===== src/rtl/bcd_pkg.sv =====
// Shared types and helpers for the serial packed-BCD add/subtract datapath.
//   bcd_ctrl_state_t : controller FSM encoding (IDLE, RUN, DONE)
//   BCD_DIGIT_W      : bits per BCD digit
//   is_bcd_digit     : 1 when a nibble holds a legal decimal digit (0..9)
//   nines_comp_byte  : per-digit nine's complement of a 2-digit BCD byte
package bcd_pkg;

    typedef enum logic [1:0] {
        IDLE = 2'd0,
        RUN  = 2'd1,
        DONE = 2'd2
    } bcd_ctrl_state_t;

    localparam int BCD_DIGIT_W = 4;

    function automatic logic is_bcd_digit(input logic [3:0] d);
        return (d <= 4'd9);
    endfunction

    // 99 - b computed digit-wise; illegal digits simply wrap (result unspecified then).
    function automatic logic [7:0] nines_comp_byte(input logic [7:0] b);
        return {4'd9 - b[7:4], 4'd9 - b[3:0]};
    endfunction

endpackage


===== src/rtl/bcd_byte_addsub.sv =====
// Combinational 2-digit packed-BCD adder: s = a + b + cin with per-digit
// decimal correction. Subtraction is done by the caller feeding the
// nine's complement of B and a carry-in of 1.
//   a, b : packed BCD bytes (digit 0 in [3:0])
//   cin  : decimal carry in
//   s    : packed BCD sum byte
//   cout : decimal carry out of the upper digit
module bcd_byte_addsub
    import bcd_pkg::*;
(
    input  logic [7:0] a,
    input  logic [7:0] b,
    input  logic       cin,
    output logic [7:0] s,
    output logic       cout
);

    logic [4:0] lo_sum_s;
    logic [4:0] hi_sum_s;
    logic       lo_c_s;
    logic       hi_c_s;
    logic [3:0] lo_adj_s;
    logic [3:0] hi_adj_s;

    // Per-digit binary add, then +6 (mod 16) on any digit that exceeded 9.
    always_comb begin
        lo_sum_s = {1'b0, a[3:0]} + {1'b0, b[3:0]} + {4'd0, cin};
        lo_c_s   = (lo_sum_s > 5'd9);
        lo_adj_s = lo_c_s ? (lo_sum_s[3:0] + 4'd6) : lo_sum_s[3:0];
        hi_sum_s = {1'b0, a[7:4]} + {1'b0, b[7:4]} + {4'd0, lo_c_s};
        hi_c_s   = (hi_sum_s > 5'd9);
        hi_adj_s = hi_c_s ? (hi_sum_s[3:0] + 4'd6) : hi_sum_s[3:0];
        s        = {hi_adj_s, lo_adj_s};
        cout     = hi_c_s;
    end

endmodule


===== src/rtl/bcd_serial_addsub_ctrl.sv =====
// Serial multi-digit packed-BCD add/subtract controller. Operands are
// accepted on a valid/ready handshake, then pushed one byte per cycle (LSB
// byte first) through a single 2-digit BCD byte adder; the result is
// offered on a second valid/ready handshake.
//   clk, rst              : clock, synchronous active-high reset
//   in_valid/in_ready     : operand handshake
//   in_a, in_b, in_sub    : packed BCD operands, 0 = A+B, 1 = A-B
//   out_valid/out_ready   : result handshake
//   out_res               : packed BCD result (10^DIGITS complement when A<B)
//   out_cy                : add: carry out, sub: borrow
//   out_err               : a non-BCD digit was present in the accepted operands
module bcd_serial_addsub_ctrl
    import bcd_pkg::*;
#(
    parameter int DIGITS = 8
) (
    input  logic                clk,
    input  logic                rst,
    input  logic                in_valid,
    output logic                in_ready,
    input  logic [4*DIGITS-1:0] in_a,
    input  logic [4*DIGITS-1:0] in_b,
    input  logic                in_sub,
    output logic                out_valid,
    input  logic                out_ready,
    output logic [4*DIGITS-1:0] out_res,
    output logic                out_cy,
    output logic                out_err
);

    localparam int W      = BCD_DIGIT_W * DIGITS;
    localparam int BYTE_W = 8;
    localparam int NBYTES = DIGITS / 2;
    localparam int IDX_W  = (NBYTES > 1) ? $clog2(NBYTES) : 1;
    localparam logic [IDX_W-1:0] IDX_LAST = IDX_W'(NBYTES - 1);

    if ((DIGITS % 2 != 0) || (DIGITS < 2)) begin : g_param_check
        $error("bcd_serial_addsub_ctrl: DIGITS must be even and >= 2");
    end

    bcd_ctrl_state_t state_r;
    bcd_ctrl_state_t state_next_s;

    logic [W-1:0]     a_r;
    logic [W-1:0]     b_r;
    logic [W-1:0]     res_r;
    logic             sub_r;
    logic             carry_r;
    logic             cy_r;
    logic             err_r;
    logic [IDX_W-1:0] idx_r;

    logic             err_s;
    logic [7:0]       b_op_s;
    logic [7:0]       sum_s;
    logic             cout_s;
    logic [W-1:0]     sum_ext_s;
    logic [W-1:0]     res_next_s;

    // Flag any illegal digit in the operands currently presented.
    always_comb begin
        err_s = 1'b0;
        for (int i = 0; i < DIGITS; i++) begin
            err_s = err_s | ~is_bcd_digit(in_a[i*4 +: 4]) | ~is_bcd_digit(in_b[i*4 +: 4]);
        end
    end

    // Operand byte feed; subtraction uses the nine's complement plus the initial carry of 1.
    always_comb begin
        b_op_s     = sub_r ? nines_comp_byte(b_r[7:0]) : b_r[7:0];
        sum_ext_s  = W'(sum_s);
        res_next_s = (res_r >> BYTE_W) | (sum_ext_s << (W - BYTE_W));
    end

    bcd_byte_addsub u_byte (
        .a    (a_r[7:0]),
        .b    (b_op_s),
        .cin  (carry_r),
        .s    (sum_s),
        .cout (cout_s)
    );

    // FSM state register.
    always_ff @(posedge clk) begin
        if (rst) begin
            state_r <= IDLE;
        end else begin
            state_r <= state_next_s;
        end
    end

    // FSM next-state logic.
    always_comb begin
        state_next_s = state_r;
        case (state_r)
            IDLE:    state_next_s = in_valid ? RUN : IDLE;
            RUN:     state_next_s = (idx_r == IDX_LAST) ? DONE : RUN;
            DONE:    state_next_s = out_ready ? IDLE : DONE;
            default: state_next_s = IDLE;
        endcase
    end

    // Datapath: operand capture, byte-serial shift, result and flag registers.
    always_ff @(posedge clk) begin
        if (rst) begin
            a_r     <= '0;
            b_r     <= '0;
            res_r   <= '0;
            sub_r   <= 1'b0;
            carry_r <= 1'b0;
            cy_r    <= 1'b0;
            err_r   <= 1'b0;
            idx_r   <= '0;
        end else begin
            case (state_r)
                IDLE: begin
                    if (in_valid) begin
                        a_r     <= in_a;
                        b_r     <= in_b;
                        sub_r   <= in_sub;
                        carry_r <= in_sub;
                        err_r   <= err_s;
                        idx_r   <= '0;
                    end
                end
                RUN: begin
                    // Operands shift down so the active byte is always [7:0];
                    // results enter at the top and land in place after NBYTES steps.
                    a_r     <= a_r >> BYTE_W;
                    b_r     <= b_r >> BYTE_W;
                    res_r   <= res_next_s;
                    carry_r <= cout_s;
                    idx_r   <= idx_r + 1'b1;
                    if (idx_r == IDX_LAST) begin
                        cy_r <= sub_r ? ~cout_s : cout_s;
                    end
                end
                DONE: begin
                    res_r <= res_r;
                end
                default: begin
                    idx_r <= '0;
                end
            endcase
        end
    end

    assign in_ready  = (state_r == IDLE) && !rst;
    assign out_valid = (state_r == DONE);
    assign out_res   = res_r;
    assign out_cy    = cy_r;
    assign out_err   = err_r;

endmodule

===== config.mk =====
export PLATFORM = sky130hd
export DESIGN_NAME = bcd_serial_addsub_ctrl
export DESIGN_NICKNAME = d
export VERILOG_FILES = /design/src/rtl/bcd_pkg.sv /design/src/rtl/bcd_byte_addsub.sv /design/src/rtl/bcd_serial_addsub_ctrl.sv
export SDC_FILE = /design/constraint.sdc
export NUM_CORES = 1
export LEC_CHECK = 0
export CAP_MARGIN = 10
export CORE_UTILIZATION = 55
export DETAILED_ROUTE_END_ITERATION = 6
export GPL_TIMING_DRIVEN = 0
export PLACE_DENSITY_LB_ADDON = 0.2
export SETUP_SLACK_MARGIN = 0.1
export SYNTH_ARGS = -nofsm -noshare
export SYNTH_HDL_FRONTEND = slang
export SYNTH_SLANG_ARGS = --single-unit

===== constraint.sdc =====
create_clock -name clk -period 8.32 [get_ports clk]
set_input_delay 1.248 -clock clk [delete_from_list [all_inputs] [get_ports clk]]
set_output_delay 1.248 -clock clk [all_outputs]
set_load 0.005 [all_outputs]

==> impl_metrics.sql, run 1 <==
INSERT INTO impl_metrics (metric_group, metric, value, unit) VALUES
('floorplan', 'number_of_placement_rows', '33', ''),
('power', 'power_frac_comb', '24.3', '%'),
('layout', 'layout.filler_cells', '657', ''),
('power', 'irDropWorstVdd', '0.121', 'mV'),
('drt', 'postRouteAntennaNets', '0', ''),
('setup_path', 'criticalPathCategory', 'flip-flop to flip-flop', ''),
('power', 'sw_frac_of_total', '29.8', '%'),
('hold_path', 'min_path_type', 'flip-flop to flip-flop', ''),
('setup_path', 'start_kind', 'flip-flop', ''),
('cts', 'cts-root-to-sink-buffers', '2', ''),
('timing', 'rel_slew_slack', '40.4', '%'),
('setup_path', 'worstPathRequired', '8.58', 'ns'),
('cts', 'clkSlewWorstSetupHoldPaths', '0.10', 'ns'),
('logic_synthesis', 'post-synth-top-area-fraction', '42.8', '%'),
('logic_synthesis', 'synth_area', '0.00487', 'mm²'),
('timing', 'final.period_utilization', '59.6', '%'),
('floorplan', 'core_area', '0.00838', 'mm²'),
('floorplan', 'floorplan.initialDensity', '58.1', '%'),
('timing', 'final.hold.worst_slack', '0.463', 'ns'),
('cts', 'cts_num_sinks', '104', ''),
('timing', 'report.final.slew_viol_count', '0', ''),
('setup_path', 'critical_path.cell_chain', 'buf_6 -> xnor2_1 -> fa_1 -> inv_1 -> fa_1 -> xnor2_1 -> ha_1 -> a22oi_1 -> a31oi_1 -> inv_1 -> fa_1 -> fa_1 -> xnor2_1 -> ha_1 -> o41ai_1 -> or4_2 -> nand3_1', ''),
('layout', 'drive_above_1_share', '6.54', '%'),
('cts', 'clock_latency', '0.37', 'ns'),
('power', 'clockPowerShare', '28.9', '%'),
('setup_path', 'maximum_fanout_along_the_worst_path', '10', ''),
('timing', 'unrepaired_setup_endpoints_after_global_routing', 'false', ''),
('logic_synthesis', 'synth.yosys.warnings', '0', ''),
('timing', 'tightest_slew', '0.889', 'ns'),
('drt', 'detail_route.vias_per_cell', '5.79', ''),
('logic_synthesis', 'synth.distinct_cells', '46', ''),
('logic_synthesis', 'synth_async_sr_flop_share', '0', '%'),
('cts', 'post_cts_hold_buffer_count', '0', ''),
('logic_synthesis', 'yosysSeqAreaShare', '42.8', '%'),
('floorplan', 'chipWidth', '96.1', 'µm'),
('drt', 'wire_per_inst', '16.0', 'µm'),
('placed_design', 'place_ws', '3.49', 'ns'),
('global_route', 'number_of_global_route_vias_before_repair', '4492', ''),
('global_route', 'groute.usage.overall', '30.9', '%'),
('layout', 'multi_input_comb_area', '0.00237', 'mm²'),
('global_route', 'grt_remaining_overflow', '0', ''),
('layout', 'design_area', '0.00626', 'mm²'),
('power', 'power_report.internal_total', '845', 'µW'),
('logic_synthesis', 'syn_nets', '699', ''),
('power', 'p_seq_share', '46.8', '%'),
('timing', 'postLayoutSetupSlackWorst', '3.36', 'ns'),
('floorplan', 'pin_count', '105', ''),
('logic_synthesis', 'yosys.cell_count.top_type', 'nand2_1', ''),
('placed_design', 'place_congestion', '0.923', ''),
('timing', 'hold_viol_final', '0', ''),
('cts', 'ctsResizeCount', '0', ''),
('logic_synthesis', 'number_of_enable_type_register_cells_in_the_synthesized_netlist', '0', ''),
('placed_design', 'dpl.hpwl', '10300', 'µm'),
('cts', 'htree_num_levels', '3', ''),
('placed_design', 'portBuffers', '104', ''),
('placed_design', 'postPlaceCellArea', '0.00604', 'mm²'),
('power', 'cellLeakagePower', '0.00244', 'µW'),
('floorplan', 'die_area', '0.00923', 'mm²'),
('setup_path', 'arrival', '5.21', 'ns'),
('layout', 'area.growth.synth_to_final', '28.6', '%'),
('layout', 'register_area', '0.00208', 'mm²'),
('power', 'p_sw', '358', 'µW'),
('cts', 'cts_setup_buffers', '0', ''),
('timing', 'clock.fmax', '202', 'MHz'),
('power', 'p_per_area', '192', 'mW/mm²'),
('logic_synthesis', 'synthTopCellsByCount', '152 x nand2_1, 104 x dfxtp_1, 81 x nor2_1, 50 x a311oi_1, 36 x clkbuf_1', ''),
('run_status', 'outcome', 'complete, no violations', ''),
('global_route', 'pin_count_of_the_biggest_net_entering_global_routing', '18', ''),
('cts', 'cts_tree', 'yes', ''),
('global_route', 'antenna_found_initial', '0', ''),
('timing', 'finalSetupViolCount', '0', '');
-- final cells by class --
type / count / area share [%]
Multi-Input combinational cell: 429 / 37.9
Sequential cell: 104 / 33.3
Timing Repair Buffer: 104 / 16.6
Buffer: 69 / 5.88
Tap cell: 105 / 2.10
Clock buffer: 10 / 2.04
Clock inverter: 6 / 1.44
Inverter: 12 / 0.720
-- logic make-up (layout without fill, tap and decap cells) --
| family | count (synthesis) | in the layout | synth area share (%) |
|---|---|---|---|
| AO/OA/AOI/OAI | 133 | 133 | 19.2 |
| multiplexers | 1 | 1 | 0.206 |
| XOR/XNOR | 6 | 6 | 1.08 |
| flip-flops | 104 | 104 | 42.8 |
| AND/OR/NAND/NOR | 273 | 273 | 23.5 |
| buffers and inverters | 81 | 201 | 8.48 |
| adder cells (fa/ha/maj) | 16 | 16 | 4.73 |
-- metal layers --
| layer | GRT usage (%) | vias to the layer above | part of all wire, % |
|---|---|---|---|
| li1 | - | 2339 | - |
| met1 | 37.2 | 2238 | 40 |
| met2 | 54.6 | 237 | 49 |
| met3 | 4.19 | 43 | 7.5 |
| met4 | 13.4 | 0 | 3.3 |
| met5 | 0 | - | 0 |
-- metrics by stage --
stage / cells / total power, µW
after global routing: 839 / 1260
after detailed placement: 823 / 858
after global placement: 823 / 847
after CTS: 839 / 1200
after floorplan: 614 / 746
final: 839 / 1200
-- registers in the layout (all words and copies together), names as in the netlist --
| name | flops |
|---|---|
| a_r | 32 |
| out_res | 32 |
| carry_r | 1 |
| state_r | 2 |
| out_err | 1 |
| out_cy | 1 |
| idx_r | 2 |
| b_r | 32 |
| sub_r | 1 |
-- power by group through the flow --
stage | Clock, µW | Sequential, µW | Combinational (µW)
2_1_floorplan | 0 | 565 | 181
4_1_cts | 346 | 562 | 288
6_report | 348 | 563 | 292
3_3_place_gp | 0 | 572 | 275
3_5_place_dp | 0 | 573 | 285
5_1_grt | 369 | 567 | 321
-- worst register-to-register path, cell delays in order (launching register included) --
cell and delay (ns):
dfxtp_1 0.33, buf_6 0.14, xnor2_1 0.20, fa_1 0.22
inv_1 0.06, fa_1 0.40, xnor2_1 0.38, ha_1 0.25
a22oi_1 0.07, a31oi_1 0.40, inv_1 0.11, fa_1 0.42
fa_1 0.42, xnor2_1 0.19, ha_1 0.27, o41ai_1 0.70
or4_2 0.24, nand3_1 0.06
-- worst paths after layout --
path,slack (ns),depth (start not counted),startpoint,end
setup / recovery,3.36,17,sub_r,out_res[30]
hold / removal,0.46,2,out_res[6],out_res[6]
setup reg to reg,3.36,17,sub_r,out_res[30]
hold reg to reg,0.46,2,out_res[6],out_res[6]
-- cell usage in the layout (no fill, tap or decap), types with 5 or more instances in the layout --
cell type | Yosys | layout
nand2_1 | 152 | 152
nor2_1 | 81 | 81
dfxtp_1 | 104 | 104
clkdlybuf4s50_1 | 0 | 104
ha_1 | 12 | 12
inv_1 | 12 | 12
clkbuf_1 | 36 | 37
buf_1 | 6 | 6
a311oi_1 | 50 | 50
buf_4 | 24 | 24
a22oi_1 | 18 | 18
o21ai_0 | 20 | 20
clkbuf_8 | 1 | 10
a21oi_1 | 33 | 33
xnor2_1 | 5 | 5
nand3_1 | 6 | 6
No activity file was read; power rests on OpenSTA's default activity.
==> run 2, diff against run 1 <==
- CORE_UTILIZATION: 55 -> 46
- clock period: 8.32 -> 4.55 ns (I/O delays scaled with it)
==> impl_metrics.sql, run 2 (synthesis results as in run 1) <==
INSERT INTO impl_metrics (metric_group, metric, value, unit) VALUES
('layout', 'mostFrequentLayoutCells', '152 x nand2_1, 104 x clkdlybuf4s50_1, 102 x dfxtp_1', ''),
('setup_path', 'worst_path_largest_cell_delay', '0.56', 'ns'),
('timing', 'finalClockSkew', '0.0113', 'ns'),
('timing', 'min_period', '4.36', 'ns'),
('layout', 'most_frequent_standard_cell_in_the_layout_excluding_fill_and_tap_cells', 'nand2_1', ''),
('cts', 'cts_num_sinks', '104', ''),
('drt', 'drt_pre_antenna_iters', '7', ''),
('placed_design', 'portBuffers', '104', ''),
('cts', 'cts_tree', 'yes', ''),
('global_route', 'number_of_global_route_vias_before_repair', '4506', ''),
('global_route', 'groute.usage.overall', '25.4', '%'),
('setup_path', 'cp-end-kind', 'flip-flop', ''),
('drt', 'remaining_drc_errors', '0', ''),
('timing', 'clock.fmax', '229', 'MHz'),
('drt', 'postRouteAntennaNets', '0', ''),
('timing', 'unrepaired_setup_endpoints_after_global_routing', 'false', ''),
('placed_design', 'dpl.hpwl', '10500', 'µm'),
('hold_path', 'min_path_type', 'flip-flop to flip-flop', ''),
('setup_path', 'maximum_fanout_along_the_worst_path', '7', ''),
('cts', 'tritoncts.num_buffers', '9', ''),
('power', 'post-layout-total-power', '2180', 'µW'),
('layout', 'layout.filler_cells', '957', ''),
('layout', 'nNetsFinal', '823', ''),
('floorplan', 'number_of_placement_rows', '37', ''),
('setup_path', 'start_kind', 'flip-flop', ''),
('floorplan', 'pin_count', '105', ''),
('power', 'p_per_area', '340', 'mW/mm²'),
('setup_path', 'arrival', '4.68', 'ns'),
('timing', 'hold_viol_final', '0', ''),
('cts', 'clock_latency', '0.37', 'ns'),
('cts', 'cts-root-to-sink-buffers', '2', ''),
('cts', 'clock_tree.root_cell', 'clkbuf_8', ''),
('global_route', 'grt_remaining_overflow', '0', ''),
('cts', 'clkSlewWorstSetupHoldPaths', '0.10', 'ns'),
('layout', 'drive_above_1_share', '10.2', '%'),
('placed_design', 'place_congestion', '0.882', ''),
('layout', 'num_antenna_cells', '0', ''),
('placed_design', 'postPlaceCellArea', '0.00608', 'mm²'),
('floorplan', 'chipWidth', '105', 'µm'),
('cts', 'post_cts_hold_buffer_count', '0', ''),
('power', 'irDropWorstVdd', '0.161', 'mV'),
('run_status', 'outcome', 'complete, no violations', ''),
('global_route', 'antenna_found_initial', '0', ''),
('setup_path', 'worstPathRequired', '4.87', 'ns'),
('global_route', 'met3_layer_usage_reported_by_global_route', '3.68', '%'),
('layout', 'design_area', '0.00640', 'mm²'),
('floorplan', 'core_area', '0.0103', 'mm²'),
('floorplan', 'die_area', '0.0110', 'mm²'),
('floorplan', 'floorplan.initialDensity', '47.4', '%'),
('timing', 'final.period_utilization', '95.8', '%'),
('run', 'cap_violations', '0', ''),
('setup_path', 'critical_path.cell_chain', 'buf_6 -> xnor2_2 -> fa_2 -> inv_2 -> fa_2 -> inv_2 -> ha_2 -> a22oi_2 -> a31oi_2 -> inv_1 -> fa_2 -> fa_2 -> inv_2 -> and3_4 -> o41a_1 -> or4_1 -> nand3_1', ''),
('drt', 'wire_per_inst', '15.6', 'µm'),
('setup_path', 'timing.critical_path.mode_cell', 'fa_2', ''),
('drt', 'finalWirelength', '13700', 'µm'),
('timing', 'report.final.slew_viol_count', '0', ''),
('cts', 'htree_num_levels', '3', ''),
('power', 'cellLeakagePower', '0.00248', 'µW'),
('setup_path', 'worst_path_max_delay_cell', 'fa_2', ''),
('layout', 'multi_input_comb_area', '0.00245', 'mm²'),
('timing', 'final.hold.worst_slack', '0.458', 'ns'),
('global_route', 'grt-busiest-layer', 'met2', ''),
('drt', 'initialDrtViolationCount', '257', ''),
('global_route', 'grt_pass1_wl', '21900', 'µm'),
('global_route', 'groute.layer.met2.usage', '44.5', '%'),
('global_route', 'gr-usage-met1', '31.7', '%'),
('layout', 'register_area', '0.00209', 'mm²'),
('layout', 'area.growth.synth_to_final', '31.6', '%'),
('setup_path', 'timing.reg2reg.worst_path_depth', '17', ''),
('drt', 'detail_route.vias_per_cell', '5.46', ''),
('global_route', 'pin_count_of_the_biggest_net_entering_global_routing', '19', ''),
('drt', 'vias', '4801', ''),
('setup_path', 'criticalPathCategory', 'flip-flop to flip-flop', ''),
('timing', 'finalSetupViolCount', '0', ''),
('hold_path', 'worst_hold_path_cells', '2', ''),
('timing', 'tightest_slew', '0.768', 'ns'),
('floorplan', 'die_y', '105', 'µm'),
('timing', 'rel_slew_slack', '48.4', '%');
run 2: changes by cell type in the layout (fill, tap and decap cells not counted), moves of 3 or more:
cell,before,now
buf_4,24,33
inv_1,12,9
ha_2,0,3
fa_1,4,0
inv_2,0,3
xnor2_1,5,2
fa_2,0,4
ha_1,12,9
run 2: worst paths after layout:
path | from | end | slack, ns
min | out_res[4] | out_res[4] | 0.46
max | sub_r | out_cy | 0.19
max reg2reg | sub_r | out_cy | 0.19
min reg2reg | out_res[4] | out_res[4] | 0.46
run 2: cell type report:
type | instances | area share (%)
Timing Repair Buffer | 113 | 17.3
Clock buffer | 10 | 1.99
Clock inverter | 6 | 0.801
Inverter | 12 | 0.703
Buffer | 69 | 5.74
Multi-Input combinational cell | 429 | 38.2
Tap cell | 136 | 2.66
Sequential cell | 104 | 32.6
run 2: what timing repair did:
item	CTS	global route
cloned	0	0
gates resized for setup	8	13
pin swaps	3	3
setup endpoints to repair	5	4
setup buffers	2	7
run 2: power by group:
group | leakage, µW | switching, µW | internal [µW] | total [µW]
clock | 0.0000931 | 336 | 208 | 544
combinational | 0.00153 | 307 | 300 | 607
sequential | 0.000856 | 48.2 | 980 | 1030
total | 0.00248 | 691 | 1490 | 2180
run 2: through the flow:
step           setup TNS, ns  worst slack (ns)  utilization (%)  instances
6_report                   0             0.191             62.3        879
4_1_cts                    0             0.120             61.3        872
3_3_place_gp          -0.717            -0.229             59.2        854
3_5_place_dp          -0.976            -0.302             59.2        854
5_1_grt                    0            0.0753             62.3        879
2_1_floorplan              0             0.105                -        614
run 2: per-layer routing:
metal	vias up	wire, µm
met4	0	265
met3	23	825
met1	2241	5850
met5	-	0
met2	179	6780
li1	2358	-
run 2: critical path: cells and delay by family, from the launching register on:
family	cells	cell delay, ns
adders and majority gates	5	1.93
AOI/OAI and AO/OA	3	0.74
and+or+nand+nor	3	0.73
buffers and inverters	5	0.43
DFF	1	0.34
xor gates and xnor gates	1	0.14
==> run 3, diff against run 2 <==
- CELL_PAD_IN_SITES_DETAIL_PLACEMENT: unset -> 0
- CELL_PAD_IN_SITES_GLOBAL_PLACEMENT: unset -> 1
- CORE_UTILIZATION: 46 -> 33
- GPL_TIMING_DRIVEN: 0 -> 1
- RECOVER_POWER: unset -> 25
==> impl_metrics.sql, run 3 (synthesis results as in run 1) <==
INSERT INTO impl_metrics (metric_group, metric, value, unit) VALUES
('floorplan', 'pin_count', '105', ''),
('timing', 'tightest_slew', '1.74', 'ns'),
('cts', 'clkSlewWorstSetupHoldPaths', '0.07', 'ns'),
('drt', 'met2_wirelength', '6250', 'µm'),
('drt', 'drt_pre_antenna_iters', '4', ''),
('cts', 'cts_tree', 'yes', ''),
('cts', 'cts-root-to-sink-buffers', '2', ''),
('setup_path', 'criticalPathCategory', 'flip-flop to flip-flop', ''),
('run_status', 'outcome', 'complete, but fails checks', ''),
('timing', 'postLayoutSetupSlackWorst', '0.244', 'ns'),
('global_route', 'number_of_global_route_vias_before_repair', '4148', ''),
('placed_design', 'post-place-cells', '842', ''),
('global_route', 'groute.usage.overall', '18.1', '%'),
('drt', 'postRouteAntennaNets', '0', ''),
('layout', 'drive_above_1_share', '7.39', '%'),
('power', 'cellLeakagePower', '0.00246', 'µW'),
('floorplan', 'number_of_placement_rows', '44', ''),
('power', 'power_report.internal_total', '1690', 'µW'),
('power', 'irDropWorstVdd', '0.183', 'mV'),
('layout', 'area.growth.synth_to_final', '28.0', '%'),
('floorplan', 'core_area', '0.0145', 'mm²'),
('drt', 'route.met3.wl', '509', 'µm'),
('setup_path', 'cp-end-kind', 'flip-flop', ''),
('layout', 'non_filler_cells_final', '861', ''),
('placed_design', 'portBuffers', '104', ''),
('timing', 'finalSetupViolCount', '0', ''),
('global_route', 'grt_pass1_wl', '20900', 'µm'),
('drt', 'finalWirelength', '13200', 'µm'),
('floorplan', 'floorplan.initialDensity', '33.6', '%'),
('layout', 'num_antenna_cells', '0', ''),
('timing', 'finalClockSkew', '0.00462', 'ns'),
('placed_design', 'dpl.hpwl', '9150', 'µm'),
('hold_path', 'min_path_type', 'flip-flop to flip-flop', ''),
('cts', 'tritoncts.num_buffers', '9', ''),
('cts', 'post_cts_hold_buffer_count', '0', ''),
('global_route', 'antenna_found_initial', '0', ''),
('setup_path', 'worstPathRequired', '4.84', 'ns'),
('power', 'sw_frac_of_total', '28.2', '%'),
('timing', 'timing.setup.tns', '0', 'ns'),
('floorplan', 'chipWidth', '123', 'µm'),
('power', 'p_sw', '663', 'µW'),
('drt', 'detail_route.vias_per_cell', '5.13', ''),
('setup_path', 'maximum_fanout_along_the_worst_path', '4', ''),
('layout', 'mostFrequentLayoutCells', '151 x nand2_1, 100 x dfxtp_1, 80 x nor2_1', ''),
('drt', 'maxUsedRoutingLayer', 'met4', ''),
('layout', 'layout.filler_cells', '1495', ''),
('placed_design', 'place_congestion', '0.847', ''),
('drt', 'vias', '4414', ''),
('setup_path', 'start_kind', 'flip-flop', ''),
('timing', 'final.hold.worst_slack', '0.453', 'ns'),
('power', 'p_per_area', '378', 'mW/mm²'),
('global_route', 'grt_remaining_overflow', '0', ''),
('drt', 'remaining_drc_errors', '0', ''),
('global_route', 'pin_count_of_the_biggest_net_entering_global_routing', '97', ''),
('drt', 'wire_per_inst', '15.4', 'µm'),
('layout', 'fin_util', '43.0', '%'),
('drt', 'routedLengthMet1', '6120', 'µm'),
('floorplan', 'die_y', '123', 'µm'),
('floorplan', 'die_area', '0.0152', 'mm²'),
('timing', 'clock.fmax', '232', 'MHz'),
('layout', 'most_frequent_standard_cell_in_the_layout_excluding_fill_and_tap_cells', 'nand2_1', ''),
('power', 'p_seq_share', '43.7', '%'),
('timing', 'rel_slew_slack', '-16.2', '%'),
('setup_path', 'arrival', '4.60', 'ns'),
('cts', 'htree_num_levels', '3', ''),
('power', 'power_frac_comb', '22.1', '%'),
('drt', 'initialDrtViolationCount', '281', ''),
('layout', 'nNetsFinal', '757', ''),
('timing', 'final.period_utilization', '94.6', '%'),
('run_status', 'violations_in_the_final_reports', 'capacitance limit, slew limit', ''),
('cts', 'clock_tree.root_cell', 'clkbuf_16', ''),
('timing', 'min_period', '4.31', 'ns'),
('placed_design', 'place_ws', '-0.0437', 'ns'),
('timing', 'unrepaired_setup_endpoints_after_global_routing', 'false', ''),
('timing', 'report.final.slew_viol_count', '52', ''),
('timing', 'hold_viol_final', '0', ''),
('cts', 'clock_latency', '0.35', 'ns'),
('power', 'clockPowerShare', '34.2', '%'),
('run', 'cap_violations', '1', ''),
('cts', 'cts_num_sinks', '104', '');
==> run 3: changes by cell type in the layout (fill, tap and decap cells not counted), sizes merged <==
cell	before	now
clkinv	3	1
clkbuf	47	13
inv	15	13
dlygate4sd3	0	33
bufinv	0	1
clkdlybuf4s50	104	70
clkinvlp	0	1
buf	41	12
==> run 3: final timing paths <==
kind / startpoint / slack [ns] / end / cells past startpoint
max: b_r[2] / 0.24 / out_cy / 16
min: out_res[2] / 0.45 / out_res[2] / 2
max reg2reg: b_r[2] / 0.24 / out_cy / 16
min reg2reg: out_res[2] / 0.45 / out_res[2] / 2
==> run 3: what timing repair did <==
action	in CTS	in global routing
setup endpoints to repair	3	4
setup buffers	1	2
pin swaps	1	4
gates cloned	0	0
gates resized for setup	2	13
==> run 3: final cells by class <==
type,instances,area (µm²),area share [%]
Clock buffer,12,256,4.12
Sequential cell,104,2090,33.5
Clock inverter,4,51.3,0.823
Multi-Input combinational cell,429,2430,39.1
Tap cell,184,230,3.69
Inverter,12,45.0,0.723
Timing Repair Buffer,116,1120,18.0
==> run 3: stage by stage <==
step           power, µW  cell area, µm²
6_report            2350            6230
4_1_cts             2380            6180
5_1_grt             2490            6230
2_1_floorplan       1360            4870
3_5_place_dp        1550            5860
3_3_place_gp        1540            5860
==> run 3: power by group through the flow <==
stage / Combinational, µW / Clock, µW / Sequential, µW
after CTS: 513 / 832 / 1030
final: 520 / 805 / 1030
after global placement: 490 / 0 / 1050
after detailed placement: 501 / 0 / 1050
after global routing: 583 / 867 / 1040
after floorplan: 331 / 0 / 1030
==> run 3: layer usage <==
metal  global-route usage (%)  up-vias
li1                         -     2224
met5                        0        -
met4                     8.58        0
met1                     22.6     2059
met3                     2.86       20
met2                     30.4      111
==> run 3: worst max-delay path: stages (launching register included) <==
cell and delay [ns]:
dfxtp_2 0.33, inv_1 0.05, ha_1 0.29, nand2_1 0.07
o21ai_0 0.08, ha_1 0.37, and3b_1 0.22, or3_1 0.37
a31oi_2 0.22, inv_1 0.08, fa_2 0.36, fa_2 0.54
inv_1 0.07, ha_2 0.19, o41a_1 0.44, or4_1 0.49
nand3_1 0.09
